<file path="config.mk">
export PLATFORM = sky130hd
export DESIGN_NAME = reg_unlock_write_sequencer
export DESIGN_NICKNAME = d
export VERILOG_FILES = /design/src/rtl/reg_unlock_write_sequencer.sv
export SDC_FILE = /design/constraint.sdc
export NUM_CORES = 1
export LEC_CHECK = 0
export CAP_MARGIN = 20
export CORE_MARGIN = 2
export CORE_UTILIZATION = 29
export CTS_CLUSTER_DIAMETER = 30
export DETAILED_ROUTE_END_ITERATION = 12
export PLACE_DENSITY_LB_ADDON = 0.25
export SYNTH_ARGS = -nofsm -noshare
export SYNTH_HDL_FRONTEND = slang
export SYNTH_SLANG_ARGS = --single-unit
</file>
<file path="constraint.sdc">
create_clock -name Clk -period 3.4 [get_ports Clk]
set_input_delay 0.68 -clock Clk [delete_from_list [all_inputs] [get_ports Clk]]
set_output_delay 0.68 -clock Clk [all_outputs]
set_load 0.02 [all_outputs]
</file>
<file path="src/rtl/reg_unlock_write_sequencer.sv">
// -----------------------------------------------------------------------------
// reg_unlock_write_sequencer
//   Front-end for a write-once data register. Host words arrive on a
//   valid/ready stream. A data word is forwarded as a one-cycle write strobe
//   only after the key sequence KEY1, KEY2. Each step must arrive within
//   TIMEOUT idle cycles of the previous one. Bad keys, timeouts, writes to an
//   already-locked register and (optionally) parity failures are blocked.
//   They are reported through a sticky err / err_code pair.
//
// Optional feature macro: REG_WR_PARITY_EN
//   Adds input req_parity, the even parity over req_data. Every accepted word
//   is checked before any key or lock compare. A mismatch discards the word
//   and reports err_code 4. Without the macro the port is absent and code 4
//   never occurs.
//
// Ports
//   Clk          in   clock, rising edge
//   ip_resetn    in   asynchronous active-low reset
//   req_valid    in   host word valid
//   req_ready    out  sequencer can accept a word (low only in WRITE)
//   req_data     in   host word (key or payload), DW bits
//   req_parity   in   even parity of req_data (REG_WR_PARITY_EN only)
//   lock_status  in   1 = downstream register already written
//   clr_err      in   clear sticky error (a new error in the same cycle wins)
//   write        out  one-cycle write strobe to downstream register
//   wr_data      out  payload, valid with write and held until next write
//   armed        out  high while both keys have been seen
//   done         out  one-cycle pulse, coincident with write
//   err          out  sticky error flag
//   err_code     out  0 none, 1 bad key, 2 timeout, 3 locked, 4 parity
// -----------------------------------------------------------------------------
module reg_unlock_write_sequencer #(
    parameter int unsigned    DW      = 16,
    parameter logic [DW-1:0]  KEY1    = DW'(16'hA5A5),
    parameter logic [DW-1:0]  KEY2    = DW'(16'h5A5A),
    parameter int unsigned    TIMEOUT = 8
) (
    input  logic          Clk,
    input  logic          ip_resetn,
    input  logic          req_valid,
    output logic          req_ready,
    input  logic [DW-1:0] req_data,
`ifdef REG_WR_PARITY_EN
    input  logic          req_parity,
`endif
    input  logic          lock_status,
    input  logic          clr_err,
    output logic          write,
    output logic [DW-1:0] wr_data,
    output logic          armed,
    output logic          done,
    output logic          err,
    output logic [2:0]    err_code
);

    localparam int unsigned TW = $clog2(TIMEOUT + 1);

    localparam logic [2:0] ERR_NONE    = 3'd0;
    localparam logic [2:0] ERR_BAD_KEY = 3'd1;
    localparam logic [2:0] ERR_TIMEOUT = 3'd2;
    localparam logic [2:0] ERR_LOCKED  = 3'd3;
`ifdef REG_WR_PARITY_EN
    localparam logic [2:0] ERR_PARITY  = 3'd4;
`endif

    typedef enum logic [1:0] {
        ST_IDLE    = 2'd0,
        ST_KEY1_OK = 2'd1,
        ST_ARMED   = 2'd2,
        ST_WRITE   = 2'd3
    } state_t;

    state_t         state_q;
    state_t         state_d;
    logic [TW-1:0]  timer_q;
    logic [TW-1:0]  timer_d;

    logic           accept_c;
    logic           expired_c;
    logic           parity_bad_c;
    logic           err_new_c;
    logic [2:0]     err_code_new_c;
    logic           fwd_c;

    logic           req_ready_d;
    logic           write_d;
    logic           done_d;
    logic           armed_d;
    logic [DW-1:0]  wr_data_d;
    logic           err_d;
    logic [2:0]     err_code_d;

    // Handshake and timer expiry; an accept in the expiry cycle wins.
    assign accept_c  = req_valid & req_ready;
    assign expired_c = (timer_q == '0) & ~accept_c;

`ifdef REG_WR_PARITY_EN
    // Even parity: the supplied bit must equal the XOR of the data bits.
    assign parity_bad_c = req_parity ^ (^req_data);
`else
    assign parity_bad_c = 1'b0;
`endif

    // State and output registers.
    always_ff @(posedge Clk or negedge ip_resetn) begin
        if (!ip_resetn) begin
            state_q   <= ST_IDLE;
            timer_q   <= '0;
            req_ready <= 1'b1;
            write     <= 1'b0;
            done      <= 1'b0;
            armed     <= 1'b0;
            wr_data   <= '0;
            err       <= 1'b0;
            err_code  <= ERR_NONE;
        end else begin
            state_q   <= state_d;
            timer_q   <= timer_d;
            req_ready <= req_ready_d;
            write     <= write_d;
            done      <= done_d;
            armed     <= armed_d;
            wr_data   <= wr_data_d;
            err       <= err_d;
            err_code  <= err_code_d;
        end
    end

    // Next-state, step timer and error detection.
    always_comb begin
        state_d        = state_q;
        timer_d        = timer_q;
        err_new_c      = 1'b0;
        err_code_new_c = ERR_NONE;
        fwd_c          = 1'b0;

        unique case (state_q)
            ST_IDLE: begin
                timer_d = '0;
                if (accept_c) begin
                    if (parity_bad_c) begin
                        err_new_c      = 1'b1;
`ifdef REG_WR_PARITY_EN
                        err_code_new_c = ERR_PARITY;
`endif
                    end else if (req_data == KEY1) begin
                        state_d = ST_KEY1_OK;
                        timer_d = TW'(TIMEOUT);
                    end else begin
                        err_new_c      = 1'b1;
                        err_code_new_c = ERR_BAD_KEY;
                    end
                end
            end

            ST_KEY1_OK: begin
                if (accept_c) begin
                    if (parity_bad_c) begin
                        state_d        = ST_IDLE;
                        timer_d        = '0;
                        err_new_c      = 1'b1;
`ifdef REG_WR_PARITY_EN
                        err_code_new_c = ERR_PARITY;
`endif
                    end else if (req_data == KEY2) begin
                        state_d = ST_ARMED;
                        timer_d = TW'(TIMEOUT);
                    end else begin
                        state_d        = ST_IDLE;
                        timer_d        = '0;
                        err_new_c      = 1'b1;
                        err_code_new_c = ERR_BAD_KEY;
                    end
                end else if (expired_c) begin
                    state_d        = ST_IDLE;
                    err_new_c      = 1'b1;
                    err_code_new_c = ERR_TIMEOUT;
                end else begin
                    timer_d = timer_q - TW'(1);
                end
            end

            ST_ARMED: begin
                if (accept_c) begin
                    timer_d = '0;
                    if (parity_bad_c) begin
                        state_d        = ST_IDLE;
                        err_new_c      = 1'b1;
`ifdef REG_WR_PARITY_EN
                        err_code_new_c = ERR_PARITY;
`endif
                    end else if (lock_status) begin
                        state_d        = ST_IDLE;
                        err_new_c      = 1'b1;
                        err_code_new_c = ERR_LOCKED;
                    end else begin
                        state_d = ST_WRITE;
                        fwd_c   = 1'b1;
                    end
                end else if (expired_c) begin
                    state_d        = ST_IDLE;
                    err_new_c      = 1'b1;
                    err_code_new_c = ERR_TIMEOUT;
                end else begin
                    timer_d = timer_q - TW'(1);
                end
            end

            ST_WRITE: begin
                state_d = ST_IDLE;
                timer_d = '0;
            end

            default: begin
                state_d = ST_IDLE;
                timer_d = '0;
            end
        endcase
    end

    // Next values of the registered outputs.
    always_comb begin
        req_ready_d = (state_d != ST_WRITE);
        write_d     = (state_d == ST_WRITE);
        done_d      = (state_d == ST_WRITE);
        armed_d     = (state_d == ST_ARMED);
        wr_data_d   = wr_data;
        err_d       = err;
        err_code_d  = err_code;

        if (fwd_c) begin
            wr_data_d = req_data;
        end

        // A fresh error beats a simultaneous clear.
        if (err_new_c) begin
            err_d      = 1'b1;
            err_code_d = err_code_new_c;
        end else if (clr_err) begin
            err_d      = 1'b0;
            err_code_d = ERR_NONE;
        end
    end

endmodule

</file>
==> results of run 1 <==
## power breakdown
part / internal [mW] / total (mW) / switching [mW]
logic: 0.0324 / 0.0579 / 0.0255
clock network: 0.0840 / 0.185 / 0.101
registers: 0.334 / 0.335 / 0.000663
## final cells by class
type	count	area [µm²]	area share, %
sequential	28	701.9	36.98
multi-input combinational	77	634.4	33.42
timing repair buffer	44	437.9	23.07
tap	54	67.56	3.560
clock buffer	4	45.04	2.373
inverter	3	11.26	0.5933
## metrics by stage
stage | worst slack (ns) | utilization, % | std cells | hold WS [ns] | total power [mW]
after detailed placement | 0.9108 | 39.76 | 206 | 0.4911 | 0.4003
after global routing | 1.165 | 40.72 | 210 | 0.5328 | 0.6077
after floorplan | 1.528 | - | 112 | 0.3844 | 0.3601
after CTS | 1.203 | 40.72 | 210 | 0.5138 | 0.5886
final | 1.204 | 40.72 | 210 | 0.5081 | 0.5783
after global placement | 0.9671 | 39.76 | 206 | 0.4891 | 0.3993
## worst max-delay path, cell delays in order
cell,delay (ns)
clkdlybuf4s50_1,0.45
and4bb_1,0.32
nand4_2,0.17
and2_4,0.20
or4_1,0.52
## cells by family after synthesis
| logic type | after synthesis | synth area share [%] |
|---|---|---|
| AND/OR/NAND/NOR | 40 | 21.07 |
| other | 1 | 0.2722 |
| flip-flops | 28 | 50.95 |
| XOR/XNOR | 2 | 1.272 |
| buffers and inverters | 7 | 2.997 |
| AO/OA/AOI/OAI | 13 | 6.358 |
| adder cells (fa/ha/maj) | 2 | 1.816 |
| multiplexers | 19 | 15.26 |
## final timing paths
kind / depth (start not counted) / slack (ns) / end / startpoint
worst max-delay path: 5 / 1.20 / err / req_data[12]
worst min-delay path: 1 / 0.51 / wr_data[0] / wr_data[0]
worst max register to register: 6 / 1.52 / err_code[1] / timer_q[0]
worst min register to register: 1 / 0.51 / wr_data[0] / wr_data[0]
max in group asynchronous: 2 / 2.31 / req_ready / ip_resetn
min in group asynchronous: 2 / 0.79 / err_code[0] / ip_resetn
## routing by layer
| metal | vias to the layer above | part of all wire (%) | global-route usage [%] |
|---|---|---|---|
| li1 | 496 | - | - |
| met1 | 517 | 42 | 15.14 |
| met2 | 36 | 52 | 21.11 |
| met3 | 2 | 5.5 | 2.486 |
| met4 | 0 | 0.49 | 3.086 |
| met5 | - | 0 | 0 |
## registers in the layout, summed over array words and instances, names as in the netlist
name and flops:
timer_q 4, req_ready 1, err_code 2, err 1, state_q 2, wr_data 16
armed 1, done 1
## cell usage in the layout (no fill, tap or decap), types with 2 or more instances in the layout
cell and n:
a21oi_1 2, and4bb_1 6, and4bb_2 2, clkbuf_8 3, clkdlybuf4s50_1 43, dfrtp_1 27, ha_1 2, inv_1 2
mux2_2 16, mux2i_1 3, nand2_1 3, nand2b_1 3, nand3_1 2, nor2_1 6, nor2b_1 4, nor3_1 4
o211ai_1 2, o21ai_0 2, xnor2_1 2
==> impl_metrics.tcl, run 1 <==
set metrics [dict create \
    core_region_area_um2 4661 \
    cts_hold_buf 0 \
    h-tree-depth 1 \
    routed_wl_mm 3.064 \
    io_buffers 43 \
    antenna_cells 0 \
    grt_pass1_vias 1061 \
    die_area_um2 5317 \
    syn_nets 135 \
    crit_path_end_kind "flop" \
    rows 25 \
    grt_max_degree 29 \
    clock-sinks 28 \
    layout-drive-gt1-share_pct 17.95 \
    path_max_fanout 4 \
    synthArstFlopShare_pct 100.0 \
    fin_crit_sh_pct 64.60 \
    hold_viol 0 \
    min_path_type "reg -> reg" \
    synth_top_area_share_pct 49.05 \
    ys_warn_count 0 \
    dieWidth_um 72.92 \
    synth-seq-area-share_pct 50.95 \
    relSlewSlack_pct 59.68 \
    cts_resized 0 \
    routed_via_density 5.005 \
    antenna_found_initial 0 \
    fin_skew_ns 0.005212 \
    numCtsBuffers 3 \
    yosysTopAreaCell "dfrtp_1" \
    design_area_um2 1898 \
    crit_path_start_kind "input port" \
    vdd_ir_drop_max_v 0.0001352 \
    cts_tree "done" \
    syn_area_um2 1378 \
    start_util_pct 29.56 \
    post_drt_wl_per_cell_um 14.59 \
    clk_latency_ns 0.27 \
    area_growth_pct 37.78 \
    pin_count 45 \
    grt_pass1_wl_mm 4.981 \
    p_per_area_nw_per_um2 304.7 \
    post_cts_buffers 0 \
    ys_top_cells_by_area "dfrtp_1 (49%), mux2_2 (13%), and4bb_1 (5.4%)" \
    root_buffer "clkbuf_8" \
    cp_data_required_time_ns 3.55 \
    syn_avg_cell_area_um2 12.30 \
    synth.most_common_cell "dfrtp_1" \
    ys_seq_elements 28 \
    synthCells 112 \
    synth_edf_count 0 \
    status "finished clean" \
    first_pass_iters 6 \
    worstSetupPathType "in -> reg" \
    die_y_um 72.92 \
    finalNetCount 180 \
    rsz0062_at_grt "false" \
    post-dp-hpwl_mm 2.349 \
    fill_cells 438 \
    grt-ovfl-total 0 \
    postRouteAntennaNets 0 \
    vias 1051 \
    worst_pin_slew_ns 0.6035 \
    clk_pin_slew_ns 0.10 \
    drc_errors 0 \
    slew_violations 0 \
    ys_types 38 \
    leakage_nw 0.8605 \
    synth_commonest_cells "dfrtp_1 (27), mux2_2 (16), and4bb_1 (6), nor2_1 (6)" \
    clockBufferDepth 2 \
    max_freq_mhz 455.3 \
    setup_viol 0 \
    drt_iter0_drc 37 \
    placed_area_um2 1853 \
    place_congestion 0.7849 \
    critPathArrivalTime_ns 2.34 \
    maxCapViolCount 0 \
    fin_crit_ns 2.196 \
    yosys_most_used_dff "dfrtp_1" \
    grt_usage_pct 12.06 \
    setup_tns_ns 0 \
]
(Power assumes the default switching activity.)
==> run 2, diff against run 1 <==
Clock period 3.4 ns to 1.8 ns, I/O delays scaled along.
==> impl_metrics.tcl, run 2 (synthesized netlist as in run 1, its figures left out) <==
set metrics [dict create \
    placed_area_um2 1898 \
    core_region_area_um2 4661 \
    dieWidth_um 72.92 \
    combPwrFrac_pct 10.4 \
    hold_viol 0 \
    root_buffer "clkbuf_8" \
    path_buf_inv 1 \
    final_cell_mix "clkdlybuf4s50_1 (37), dfrtp_1 (27), mux2_2 (16), buf_4 (9)" \
    setup_tns_ns 0 \
    path_delay_family "simple AND/OR/NAND/NOR gates" \
    numCtsBuffers 3 \
    clk_latency_ns 0.27 \
    vdd_ir_drop_max_v 0.0003006 \
    largestRegisters "wr_data x16, timer_q x4" \
    cts_hold_buf 0 \
    grt_pass1_vias 1158 \
    worstSetupPathType "in -> reg" \
    fin_crit_ns 1.778 \
    critPathArrivalTime_ns 1.93 \
    cp_cell_sequence "clkdlybuf4s50_1 -> and4bb_2 -> and4_4 -> a21oi_2 -> or4_1" \
    grt_pass1_wl_mm 5.278 \
    drt_iter0_drc 39 \
    internal_power_mw 0.8546 \
    clockBufferDepth 2 \
    seq_power_share_pct 57.9 \
    pin_count 45 \
    fin_crit_sh_pct 98.77 \
    drc_errors 0 \
    setup_slack_ns 0.02222 \
    p_clk_share_pct 31.7 \
    cp_slowest_cell "or4_1" \
    dp_slack_ns -0.3139 \
    die_y_um 72.92 \
    postRouteAntennaNets 0 \
    place_congestion 0.7910 \
    switching_power_mw 0.2388 \
    layout-drive-gt1-share_pct 24.39 \
    design_area_um2 1987 \
    maxCapViolCount 0 \
    h-tree-depth 1 \
    io_buffers 43 \
    clock-sinks 28 \
    final_common_cell "clkdlybuf4s50_1" \
    grt_max_degree 29 \
    start_util_pct 29.56 \
    post_drt_wl_per_cell_um 14.40 \
    critPathMaxStageDelay_ns 0.49 \
    rows 25 \
    crit_path_start_kind "input port" \
    fin_skew_ns 0.007999 \
    routed_wl_mm 3.139 \
    cp_data_required_time_ns 1.95 \
    min_path_type "in -> reg" \
    vias 1056 \
    area_growth_pct 44.23 \
    grt-ovfl-total 0 \
    antenna_found_initial 0 \
    status "finished clean" \
    antenna_cells 0 \
    cts_tree "done" \
    regMostFlops "wr_data" \
    path_max_fanout 3 \
    swShare_pct 21.84 \
    finalPower_mw 1.093 \
    routed_via_density 4.844 \
    p_per_area_nw_per_um2 550.3 \
    largest_reg_flops 16 \
    leakage_nw 0.9474 \
    die_area_um2 5317 \
    finalNetCount 188 \
    whs_ns 0.3707 \
    grt_usage_pct 12.84 \
    slew_violations 0 \
    post-dp-hpwl_mm 2.403 \
    crit_path_end_kind "flop" \
    setup_viol 0 \
    first_pass_iters 4 \
    rsz0062_at_grt "true" \
    max_freq_mhz 562.5 \
    clk_pin_slew_ns 0.10 \
]
run 2: final cells by class:
| class | instances | area [µm²] |
|---|---|---|
| clock buffer | 4 | 45.04 |
| fill | 437 | 2674 |
| inverter | 3 | 11.26 |
| multi-input combinational | 77 | 648.1 |
| sequential | 28 | 701.9 |
| tap | 54 | 67.56 |
| timing repair buffer | 52 | 513.0 |
run 2: through the flow:
stage,util [%],std cells
after global placement,40.72,212
final,42.63,218
after floorplan,-,112
after global routing,42.63,218
after CTS,41.75,216
after detailed placement,40.72,212
run 2: power by group through the flow:
stage	combinational [mW]	sequential [mW]	clock [mW]
finish	0.114	0.633	0.346
global route	0.124	0.634	0.397
detailed placement	0.115	0.645	0
floorplan	0.0309	0.649	0
global placement	0.114	0.645	0
CTS	0.116	0.633	0.364
run 2: per-layer routing:
metal  wire length (µm)  track usage [%]  vias to the layer above
li1                   -                -                      510
met1               1305            15.21                      518
met2               1635            23.33                       28
met3                197            3.729                        0
met4                  0            2.058                        0
met5                  0                0                        -
run 2: path summary, 6_finish.rpt:
check / from / to / slack, ns / cells past startpoint
worst max-delay path: req_data[7] / err / 0.02 / 5
worst min-delay path: req_data[8] / wr_data[8] / 0.37 / 2
worst max register to register: timer_q[0] / armed / 0.10 / 6
worst min register to register: wr_data[8] / wr_data[8] / 0.51 / 1
max in group asynchronous: ip_resetn / req_ready / 1.03 / 2
min in group asynchronous: ip_resetn / wr_data[9] / 0.46 / 2
run 2: repair_timing:
action / 4_1_cts / 5_1_grt
pin swaps: 0 / 6
resized for setup: 1 / 9
setup buffers: 0 / 2
setup endpoints to repair: 1 / 5
run 2: worst register-to-register path, cell delays in order, from the launching register on:
cell and delay (ns):
dfrtp_1 0.40, inv_1 0.12, ha_1 0.21, or3b_2 0.51, nand3_1 0.11, o211ai_1 0.11, nor3_1 0.17
==> run 3, diff against run 2 <==
Settings changed: CORE_MARGIN 2 to 3.
==> impl_metrics.tcl, run 3 (synthesized netlist as in run 1, its figures left out) <==
set metrics [dict create \
    post-dp-hpwl_mm 2.438 \
    postRouteAntennaNets 0 \
    clockBufferDepth 2 \
    area_growth_pct 50.23 \
    largestRegisters "wr_data x16, timer_q x4" \
    hp-start "req_data[15]" \
    r2r_end "err" \
    pin_count 45 \
    dieWidth_um 74.92 \
    reg2reg_from "timer_q[1]" \
    cp_slowest_cell "or4_1" \
    final_cell_mix "clkdlybuf4s50_1 (33), dfrtp_1 (27), buf_4 (17), mux2_2 (16)" \
    die_area_um2 5613 \
    first_pass_iters 5 \
    worstSetupPathType "in -> reg" \
    place_congestion 0.8125 \
    p_per_area_nw_per_um2 549.3 \
    path_depth 5 \
    core_region_area_um2 4474 \
    antenna_found_initial 0 \
    start_util_pct 30.79 \
    final_cell_count_no_fill 224 \
    placed_area_um2 1918 \
    grt-ovfl-total 0 \
    maxCapViolCount 0 \
    root_buffer "clkbuf_8" \
    fill_cells 394 \
    drc_errors 0 \
    min_path_type "in -> reg" \
    setup_viol 0 \
    rows 24 \
    finalNetCount 196 \
    grt_usage_pct 12.12 \
    regMostFlops "wr_data" \
    setup_tns_ns 0 \
    dp_slack_ns -0.3433 \
    cp-endpoint "err" \
    cts_hold_buf 0 \
    design_area_um2 2069 \
    reg2reg_depth 7 \
    slew_violations 0 \
    clk_latency_ns 0.27 \
    h-tree-depth 1 \
    numCtsBuffers 3 \
    io_buffers 43 \
    leakage_nw 1.007 \
    hold_viol 0 \
    vdd_ir_drop_max_v 0.0002371 \
    dp.cells 213 \
    critPathMaxStageDelay_ns 0.51 \
    critPathArrivalTime_ns 1.93 \
    post_drt_wl_per_cell_um 14.98 \
    layout-drive-gt1-share_pct 30.23 \
    startpoint "req_data[13]" \
    final_common_cell "clkdlybuf4s50_1" \
    grt_max_degree 29 \
    grt_pass1_vias 1113 \
    path_delay_family "simple AND/OR/NAND/NOR gates" \
    fin_skew_ns 0.004218 \
    grt_pass1_wl_mm 5.237 \
    antenna_cells 0 \
    fin_crit_ns 1.777 \
    fin_crit_sh_pct 98.74 \
    crit_path_start_kind "input port" \
    reg2reg_slack_ns 0.05 \
    drt_iter0_drc 62 \
    cts_tree "done" \
    setup_slack_ns 0.02277 \
    routed_via_density 4.978 \
    path_buf_inv 1 \
    vias 1115 \
    die_y_um 74.92 \
    largest_reg_flops 16 \
    cp_cell_sequence "clkdlybuf4s50_1 -> and4bb_1 -> and4_4 -> a21oi_2 -> or4_1" \
    status "finished clean" \
    clock-sinks 28 \
    whs_ns 0.3658 \
    cp_data_required_time_ns 1.95 \
    routed_wl_mm 3.355 \
    crit_path_end_kind "flop" \
    max_freq_mhz 562.7 \
    clk_pin_slew_ns 0.09 \
    path_max_fanout 3 \
    finalPower_mw 1.137 \
    final_util_pct 46.25 \
]
==> run 3: per-layer routing <==
metal,up-vias,part of all wire [%],global-route usage [%]
met5,-,0,0
met4,0,0.57,2.964
met3,3,6.1,3.204
met2,40,51,20.21
met1,544,43,15.68
li1,528,-,-
==> run 3: what timing repair did <==
item / CTS / global route
gates resized for setup: 7 / 12
setup buffers: 2 / 5
setup endpoints to repair: 1 / 2
pin swaps: 5 / 8
==> run 3: layout make-up <==
class / instances / area [µm²] / share of cell area (%)
repair buffers: 60 / 568.0 / 27.45
clock buffers: 4 / 55.05 / 2.660
inverters: 3 / 11.26 / 0.5441
multi-input cells: 77 / 668.1 / 32.29
flip-flops and latches: 28 / 701.9 / 33.92
well taps: 52 / 65.06 / 3.144
==> run 3: how the worst min path moves through the flow <==
stage,endpoint,cells past startpoint
global route,wr_data[15],2
CTS,timer_q[2],2
detailed placement,wr_data[13],1
floorplan,armed,0
finish,wr_data[15],2
global placement,wr_data[0],1
==> run 3: power by group <==
| group | switching (mW) | leakage, nW | total (mW) | internal (mW) |
|---|---|---|---|---|
| Combinational | 0.0501 | 0.596 | 0.112 | 0.0615 |
| Clock | 0.197 | 0.0288 | 0.392 | 0.196 |
| Sequential | 0.00113 | 0.382 | 0.633 | 0.632 |
| Total | 0.248 | 1.01 | 1.14 | 0.889 |
==> run 3: worst reg2reg max path, delay by kind of cell, from the launching register on <==
family | cells | cell delay, ns
adders and majority gates | 1 | 0.16
AOI/OAI and AO/OA | 2 | 0.20
DFF | 1 | 0.38
and+or+nand+nor | 2 | 0.66
buffers and inverters | 2 | 0.22
